===== src/rtl/hi14a_subcarrier_demod.sv =====
// -----------------------------------------------------------------------------
// hi14a_subcarrier_demod
//
// Tag->reader subcarrier demodulator for the HF ISO14443-A receive chain.
// ADC samples pass through a 5-tap derivative (edge) filter. Each detection
// window of 2^WIN_LOG2 ticks tracks the largest falling edge and the deepest
// rising edge. At the programmable window phase it decides one bit:
// subcarrier present when both edges exceed the threshold. Bits are packed
// MSB-first into WORD_W-bit words and offered on a valid/ready port.
//
// Ports
//   adc_clk      in   sample clock, all logic on posedge
//   reset        in   asynchronous, active-high, clears all state
//   enable       in   1 = demodulate, 0 = hold window/word assembly idle
//   adc_d        in   ADC sample (unsigned)
//   reset_phase  in   window phase at which the bit decision happens
//   edge_thresh  in   unsigned edge threshold
//   clr_overflow in   clears the sticky overflow flag
//   curbit       out  last window decision
//   bit_strobe   out  one-cycle pulse when curbit updates
//   word_data    out  assembled word, MSB = first bit received
//   word_valid   out  word_data holds an unaccepted word
//   word_ready   in   consumer ready
//   overflow     out  sticky, a completed word was dropped
//   win_phase    out  current window counter
//
// Handshake: a word transfers on a cycle where word_valid & word_ready are
// both high. While word_valid is high and word_ready low, word_data is held
// stable. A word completing while the port is stalled is dropped and raises
// overflow; the held word is never overwritten.
// -----------------------------------------------------------------------------
module hi14a_subcarrier_demod #(
    parameter int ADC_W    = 8,
    parameter int WIN_LOG2 = 4,
    parameter int WORD_W   = 8
) (
    input  logic                adc_clk,
    input  logic                reset,
    input  logic                enable,
    input  logic [ADC_W-1:0]    adc_d,
    input  logic [WIN_LOG2-1:0] reset_phase,
    input  logic [ADC_W+1:0]    edge_thresh,
    input  logic                clr_overflow,
    output logic                curbit,
    output logic                bit_strobe,
    output logic [WORD_W-1:0]   word_data,
    output logic                word_valid,
    input  logic                word_ready,
    output logic                overflow,
    output logic [WIN_LOG2-1:0] win_phase
);

    localparam int FW = ADC_W + 3;
    localparam int CW = (WORD_W > 1) ? $clog2(WORD_W) : 1;
    localparam logic signed [FW-1:0] ZERO = '0;
    localparam logic [CW-1:0] LAST_BIT = CW'(WORD_W - 1);

    logic [ADC_W-1:0]       p1_q, p2_q, p3_q, p4_q;
    logic signed [FW-1:0]   fq_q, fq_d;
    logic signed [FW-1:0]   fall_max_q, fall_max_d;
    logic signed [FW-1:0]   rise_min_q, rise_min_d;
    logic [WIN_LOG2-1:0]    win_q, win_d;
    logic [CW-1:0]          bitcnt_q, bitcnt_d;
    logic [WORD_W-1:0]      shreg_q, shreg_d;
    logic                   curbit_q, curbit_d;
    logic                   strobe_q, strobe_d;
    logic [WORD_W-1:0]      word_q, word_d;
    logic                   valid_q, valid_d;
    logic                   ovf_q, ovf_d;

    logic [FW-1:0]          x0, x1, x3, x4;
    logic signed [FW-1:0]   thr, neg_thr;
    logic                   decide, new_bit, complete;

    // Operands zero-extended to FW bits; |f| <= 3*(2^ADC_W-1) always fits.
    always_comb begin
        x0   = {3'b000, adc_d};
        x1   = {3'b000, p1_q};
        x3   = {3'b000, p3_q};
        x4   = {3'b000, p4_q};
        fq_d = signed'(((x4 << 1) + x3) - ((x0 << 1) + x1));
    end

    assign thr     = signed'({1'b0, edge_thresh});
    assign neg_thr = -thr;
    assign decide  = enable && (win_q == reset_phase);
    assign new_bit = (fall_max_q > thr) && (rise_min_q < neg_thr);

    // Window tracking, bit decision and word assembly.
    always_comb begin
        win_d      = win_q + 1'b1;
        fall_max_d = fall_max_q;
        rise_min_d = rise_min_q;
        curbit_d   = curbit_q;
        strobe_d   = 1'b0;
        shreg_d    = shreg_q;
        bitcnt_d   = bitcnt_q;
        complete   = 1'b0;
        if (!enable) begin
            win_d      = '0;
            fall_max_d = '0;
            rise_min_d = '0;
            shreg_d    = '0;
            bitcnt_d   = '0;
        end else if (decide) begin
            // The filter sample of the decision cycle is discarded.
            curbit_d   = new_bit;
            strobe_d   = 1'b1;
            fall_max_d = '0;
            rise_min_d = '0;
            shreg_d    = {shreg_q[WORD_W-2:0], new_bit};
            if (bitcnt_q == LAST_BIT) begin
                bitcnt_d = '0;
                complete = 1'b1;
            end else begin
                bitcnt_d = bitcnt_q + 1'b1;
            end
        end else begin
            if ((fq_q > ZERO) && (fq_q > fall_max_q)) begin
                fall_max_d = fq_q;
            end else if ((fq_q <= ZERO) && (fq_q < rise_min_q)) begin
                rise_min_d = fq_q;
            end
        end
    end

    // Output port handoff; keeps running while disabled.
    always_comb begin
        word_d  = word_q;
        valid_d = valid_q;
        ovf_d   = ovf_q;
        if (clr_overflow) begin
            ovf_d = 1'b0;
        end
        if (complete) begin
            if (!valid_q || word_ready) begin
                word_d  = shreg_d;
                valid_d = 1'b1;
            end else begin
                ovf_d = 1'b1;   // set wins over a simultaneous clear
            end
        end else if (valid_q && word_ready) begin
            valid_d = 1'b0;
        end
    end

    always_ff @(posedge adc_clk or posedge reset) begin
        if (reset) begin
            p1_q       <= '0;
            p2_q       <= '0;
            p3_q       <= '0;
            p4_q       <= '0;
            fq_q       <= '0;
            fall_max_q <= '0;
            rise_min_q <= '0;
            win_q      <= '0;
            bitcnt_q   <= '0;
            shreg_q    <= '0;
            curbit_q   <= 1'b0;
            strobe_q   <= 1'b0;
            word_q     <= '0;
            valid_q    <= 1'b0;
            ovf_q      <= 1'b0;
        end else begin
            p1_q       <= adc_d;
            p2_q       <= p1_q;
            p3_q       <= p2_q;
            p4_q       <= p3_q;
            fq_q       <= fq_d;
            fall_max_q <= fall_max_d;
            rise_min_q <= rise_min_d;
            win_q      <= win_d;
            bitcnt_q   <= bitcnt_d;
            shreg_q    <= shreg_d;
            curbit_q   <= curbit_d;
            strobe_q   <= strobe_d;
            word_q     <= word_d;
            valid_q    <= valid_d;
            ovf_q      <= ovf_d;
        end
    end

    assign curbit     = curbit_q;
    assign bit_strobe = strobe_q;
    assign word_data  = word_q;
    assign word_valid = valid_q;
    assign overflow   = ovf_q;
    assign win_phase  = win_q;

endmodule

===== config.mk =====
export PLATFORM = sky130hd
export DESIGN_NAME = hi14a_subcarrier_demod
export DESIGN_NICKNAME = d
export VERILOG_FILES = /design/src/rtl/hi14a_subcarrier_demod.sv
export SDC_FILE = /design/constraint.sdc
export NUM_CORES = 1
export LEC_CHECK = 0
export CAP_MARGIN = 25
export CORE_UTILIZATION = 54
export CTS_BUF_LIST = sky130_fd_sc_hd__clkbuf_8
export DETAILED_ROUTE_END_ITERATION = 8
export PLACE_DENSITY = 0.78
export SYNTH_ARGS = -nofsm -noshare
export SYNTH_HDL_FRONTEND = slang
export SYNTH_SLANG_ARGS = --single-unit

===== constraint.sdc =====
create_clock -name adc_clk -period 3.04 [get_ports adc_clk]
set_input_delay 0.608 -clock adc_clk [delete_from_list [all_inputs] [get_ports adc_clk]]
set_output_delay 0.608 -clock adc_clk [all_outputs]
set_load 0.01 [all_outputs]

==> flow_summary.toml, run 1 <==
[timing]
min_period_ns = 2.932
report.final.slew_viol_count = 0
max_slew_margin_pct = 60.18
worst_pin_slew_ns = 0.5973
skew_ns = 0.008042
fin_crit_sh_pct = 96.45
hold_violations = 0
fmax_mhz = 341.1
fin_ws_ns = 0.1080
setup_viol = 0
setup-tns-final_ns = 0

[setup_path]
crit_top_cell = "fa_1"
cp_slowest_cell = "fa_1"
r2r_slack_ns = 0.17
worstSetupStartpointType = "primary input"
cp_cell_sequence = "clkdlybuf4s50_1 > fa_1 > fa_1 > inv_1 > ha_1 > buf_4 > a2111oi_4 > a21oi_2 > xor2_1"
worstPathArrival_ns = 3.18
worst_ep_required_time_ns = 3.29
path_max_fanout = 3
critical_path_class = "primary input to flop"
slowest_delay_ns = 0.49
endpoint_kind = "flop"

[status]
status = "completed"

[floorplan]
ios = 43
core_um2 = 9196
fp-row-count = 35
die_y_um = 99.03
die-area_um2 = 9806
initial_utilization_pct = 55.28
die_x_um = 99.03

[route]
ant_nets = 0
post_drt_wl_per_cell_um = 15.36
drc_errors = 0
drtPass1Iterations = 4
wirelength_um = 10150
drt_iter0_drc = 195
route.vias.total = 3661
vias_per_cell = 5.539

[worst_hold_path]
hold_class = "flop to flop"

[final_layout]
area_growth_pct = 23.16
layout_commonest_cell = "dfrtp_1"
drive_gt1_share_pct = 18.73
fin_util_pct = 68.08
num-nets-final = 644
final_cell_mix = "dfrtp_1, inv_1, ha_1"
antenna_cells = 0

[synth]
synth_area_um2 = 5084
yosysSeqAreaShare_pct = 45.29
synth_edf_count = 0
synth_fp_nets = 564
syn_inst = 465
yosysTopAreaCellShare_pct = 45.29
synth_cell_types = 49
synthTopCellsByArea = "dfrtp_1, ha_1, inv_1"
synth_warnings = 0
async_flop_share_pct = 100.0
ys.flop_type = "dfrtp_1"
synth-seq-cells = 92
synth_top_area_cell = "dfrtp_1"
avgSynthCellArea_um2 = 10.93

[global_routing]
track_usage_pct = 22.99
grt_util_met1_pct = 30.11
grt_max_degree = 42
antenna_found_initial = 0
grt_pass1_wl_um = 17530
grt_pass1_vias = 3791
overflow = 0
grt-busiest-layer = "met2"
gr-usage-met2_pct = 38.73
use_met3_pct = 3.972

[placement]
place_ws_ns = -0.5952
gp_routability_congestion = 0.7892
portBuffers = 42
hpwl_um = 7375

[power]
p_comb_share_pct = 41.9
power_frac_clock_pct = 20.1
switching_share_pct = 37.74
power_density_nw_per_um2 = 697.6
seqPwrFrac_pct = 37.9
leakagePower_nw = 3.039
ir_worst_vdd_uv = 407.0
switching_power_mw = 1.648
intPower_mw = 2.719

[clock_network]
cts_max_level = 3
cts_sinks = 92
cts_tree = "done"
clkLatencyLatePin_ns = 0.36
cts_max_path_buffers = 2
cts_buffers = 9
path_clk_slew_ns = 0.09
root_buffer = "clkbuf_8"
cts_hold_buf = 0

[run]
cap_violations = 0
-- cell families after synthesis --
logic type | count (synthesis) | share of synthesized area (%)
muxes | 8 | 1.748
xor gates and xnor gates | 22 | 3.790
buffers and inverters | 82 | 6.547
adders and majority gates | 72 | 19.64
DFF | 92 | 45.29
AOI/OAI and AO/OA | 81 | 11.54
and+or+nand+nor | 108 | 11.44
-- timing repair --
| action | CTS | global route |
|---|---|---|
| hold endpoints to repair | 0 | 0 |
| gates resized for setup | 17 | 14 |
| endpoints found under the setup margin | 7 | 7 |
| setup buffers | 1 | 1 |
| pin swaps | 16 | 21 |
-- worst max-delay path: cells and delay by family --
kind	cells	cell delay [ns]
AO/OA/AOI/OAI	2	0.51
buffers and inverters	3	0.66
adder cells (fa/ha/maj)	3	1.26
XOR/XNOR	1	0.15
-- routing by layer --
| metal | wire length, um | share of wire, % |
|---|---|---|
| met5 | 0 | 0 |
| met3 | 469 | 4.6 |
| met4 | 230 | 2.3 |
| met2 | 4999 | 49 |
| met1 | 4451 | 44 |
-- state kept, by name (all words and copies together) (netlist names) --
name / cells
p3_q: 8
p2_q: 8
overflow: 1
win_phase: 4
bitcnt_q: 3
shreg_q: 8
word_data: 8
fall_max_q: 11
word_valid: 1
curbit: 1
rise_min_q: 11
p4_q: 8
bit_strobe: 1
p1_q: 8
fq_q: 11
-- power by group through the flow --
stage	clock (mW)	combinational (mW)	sequential, mW
final	0.879	1.83	1.66
after global routing	0.951	2.08	1.68
after CTS	0.901	1.76	1.65
after detailed placement	0	1.70	1.67
after global placement	0	1.58	1.66
after floorplan	0	1.26	1.59
-- Yosys cell counts, drive strengths merged (8+ instances only) --
library cell and count:
dfrtp 92, inv 71, ha 59, nand3 31, nand2 23, a21oi 18, o21ai 17, xnor2 14
fa 13, nor2 13, o31ai 13, a22o 10, buf 9, a21o 8, xor2 8
-- per-stage QoR --
| step | power (mW) | hold slack (ns) | instances | cell area [um2] |
|---|---|---|---|---|
| after floorplan | 2.856 | 0.3312 | 465 | 5125 |
| after global placement | 3.242 | 0.3332 | 643 | 5904 |
| after detailed placement | 3.367 | 0.3356 | 643 | 5904 |
| after CTS | 4.311 | 0.3576 | 660 | 6187 |
| after global routing | 4.712 | 0.3606 | 661 | 6261 |
| final | 4.368 | 0.3553 | 661 | 6261 |
-- layout make-up --
| cell class | instances | area, um2 |
|---|---|---|
| Fill cell | 698 | 2935 |
| Inverter | 71 | 267.8 |
| Tap cell | 111 | 138.9 |
| Clock inverter | 5 | 67.56 |
| Timing Repair Buffer | 80 | 719.4 |
| Clock buffer | 11 | 151.4 |
| Sequential cell | 92 | 2302 |
| Multi-Input combinational cell | 291 | 2614 |
-- worst paths after layout --
| check | startpoint | to | cells past startpoint |
|---|---|---|---|
| worst max-delay path | adc_d[4] | fq_q[9] | 9 |
| max in group asynchronous | reset | fq_q[4] | 3 |
| worst max register to register | p1_q[2] | fq_q[9] | 10 |
| min in group asynchronous | reset | p4_q[6] | 2 |
| worst min register to register | p2_q[0] | p3_q[0] | 0 |
| worst min-delay path | p2_q[0] | p3_q[0] | 0 |
No activity file was read; power rests on OpenSTA's default activity.
==> inputs of run 2 (changes only) <==
- CORE_UTILIZATION: 54 -> 25
- PLACE_DENSITY: 0.78 -> default
==> flow_summary.toml, run 2 (synthesis results as in run 1) <==
[final_layout]
num-nets-final = 646
fin_util_pct = 32.51
drive_gt1_share_pct = 17.75
area_growth_pct = 26.11
design_area_um2 = 6411
fill_cells = 1998
layout_commonest_cell = "dfrtp_1"
antenna_cells = 0
reg_top3 = "fall_max_q x11, fq_q x11, rise_min_q x11"
regArea_um2 = 2302
multi_input_area_um2 = 2571
final_cell_mix = "dfrtp_1, inv_1, ha_1"

[timing]
hold_violations = 0
rsz0062_at_grt = "no"
fmax_mhz = 338.1
fin_crit_sh_pct = 97.28
report.final.slew_viol_count = 0
max_slew_margin_pct = 58.56
setup_viol = 0
skew_ns = 0.01704
min_period_ns = 2.957
worst_pin_slew_ns = 0.6216

[global_routing]
grt_pass1_vias = 3336
antenna_found_initial = 0
overflow = 0
grt_max_degree = 62
track_usage_pct = 10.03
grt_pass1_wl_um = 16060

[power]
ir_worst_vdd_uv = 317.9
intPower_mw = 2.565
power_frac_clock_pct = 19.0
power_density_nw_per_um2 = 652.6
seqPwrFrac_pct = 39.9
switching_share_pct = 38.69
power_mw = 4.184
leakagePower_nw = 3.047
p_comb_share_pct = 41.1
switching_power_mw = 1.619

[route]
post_drt_wl_per_cell_um = 11.87
ant_nets = 0
wirelength_um = 9697
vias_per_cell = 4.279
drt_iter0_drc = 67
drc_errors = 0
drtPass1Iterations = 4
route.vias.total = 3496

[floorplan]
ios = 43
die-area_um2 = 20910
fp-row-count = 51
die_x_um = 144.6
core_um2 = 19720
die_y_um = 144.6
initial_utilization_pct = 25.78

[placement]
portBuffers = 42
postPlaceCellArea_um2 = 6113
hpwl_um = 7443
gp_routability_congestion = 0.7730

[clock_network]
root_buffer = "clkbuf_8"
cts_buffers = 9
path_clk_slew_ns = 0.10
cts_max_level = 3
cts_hold_buf = 0
cts_max_path_buffers = 2
cts_sinks = 92
clkLatencyLatePin_ns = 0.37
cts_tree = "done"

[run]
cap_violations = 0

[setup_path]
worst_ep_required_time_ns = 3.29
worstPathArrival_ns = 3.20
path_max_fanout = 3
endpoint_kind = "flop"
critical_path_class = "primary input to flop"
worstSetupStartpointType = "primary input"

[worst_hold_path]
hold_class = "flop to flop"

[status]
status = "completed"
run 2: critical path, cell delays in order:
cell             delay (ns)
clkdlybuf4s50_1        0.51
fa_1                   0.44
fa_1                   0.51
inv_1                  0.04
ha_1                   0.31
and4_1                 0.23
a2111oi_4              0.29
a21oi_1                0.12
xor2_1                 0.14
run 2: final cells by class:
cell class / count / area share (%)
tap: 265 / 5.172
multi-input combinational: 291 / 40.11
inverter: 71 / 4.196
sequential: 92 / 35.91
timing repair buffer: 82 / 11.67
clock buffer: 9 / 1.932
clock inverter: 7 / 1.015
run 2: through the flow:
stage	cells	hold WS (ns)	TNS [ns]	setup slack (ns)
after detailed placement	799	0.3372	-4.275	-0.5979
after CTS	815	0.3616	-0.02862	-0.02862
after floorplan	465	0.3312	0	0.001600
after global placement	799	0.3319	-3.927	-0.5780
final	817	0.3584	0	0.08260
after global routing	817	0.3693	0	0.004746
run 2: worst paths after layout:
check / from / to / slack, ns / depth (start not counted)
worst max-delay path: adc_d[3] / fq_q[9] / 0.08 / 9
worst min-delay path: p2_q[2] / p3_q[2] / 0.36 / 0
worst max register to register: p1_q[2] / fq_q[9] / 0.20 / 10
worst min register to register: p2_q[2] / p3_q[2] / 0.36 / 0
max in group asynchronous: reset / word_data[1] / 1.79 / 3
min in group asynchronous: reset / p1_q[4] / 0.57 / 2
run 2: routing by layer:
layer / wire [um] / GRT usage [%]
met2: 4098 / 14.55
met5: 0 / 0
met1: 5181 / 14.64
met3: 316 / 2.384
met4: 100 / 2.825
run 2: power by group through the flow:
| stage | clock (mW) | sequential [mW] | combinational [mW] |
|---|---|---|---|
| 6_report | 0.796 | 1.67 | 1.72 |
| 5_1_grt | 0.885 | 1.70 | 1.97 |
| 4_1_cts | 0.838 | 1.67 | 1.71 |
| 3_5_place_dp | 0 | 1.70 | 1.66 |
| 3_3_place_gp | 0 | 1.70 | 1.63 |
| 2_1_floorplan | 0 | 1.59 | 1.26 |
run 2: what timing repair did:
item                                    in CTS  in global routing
gates resized for setup                     13                 11
endpoints found under the setup margin       7                  5
pin swaps                                   13                 14
setup buffers                                0                  2
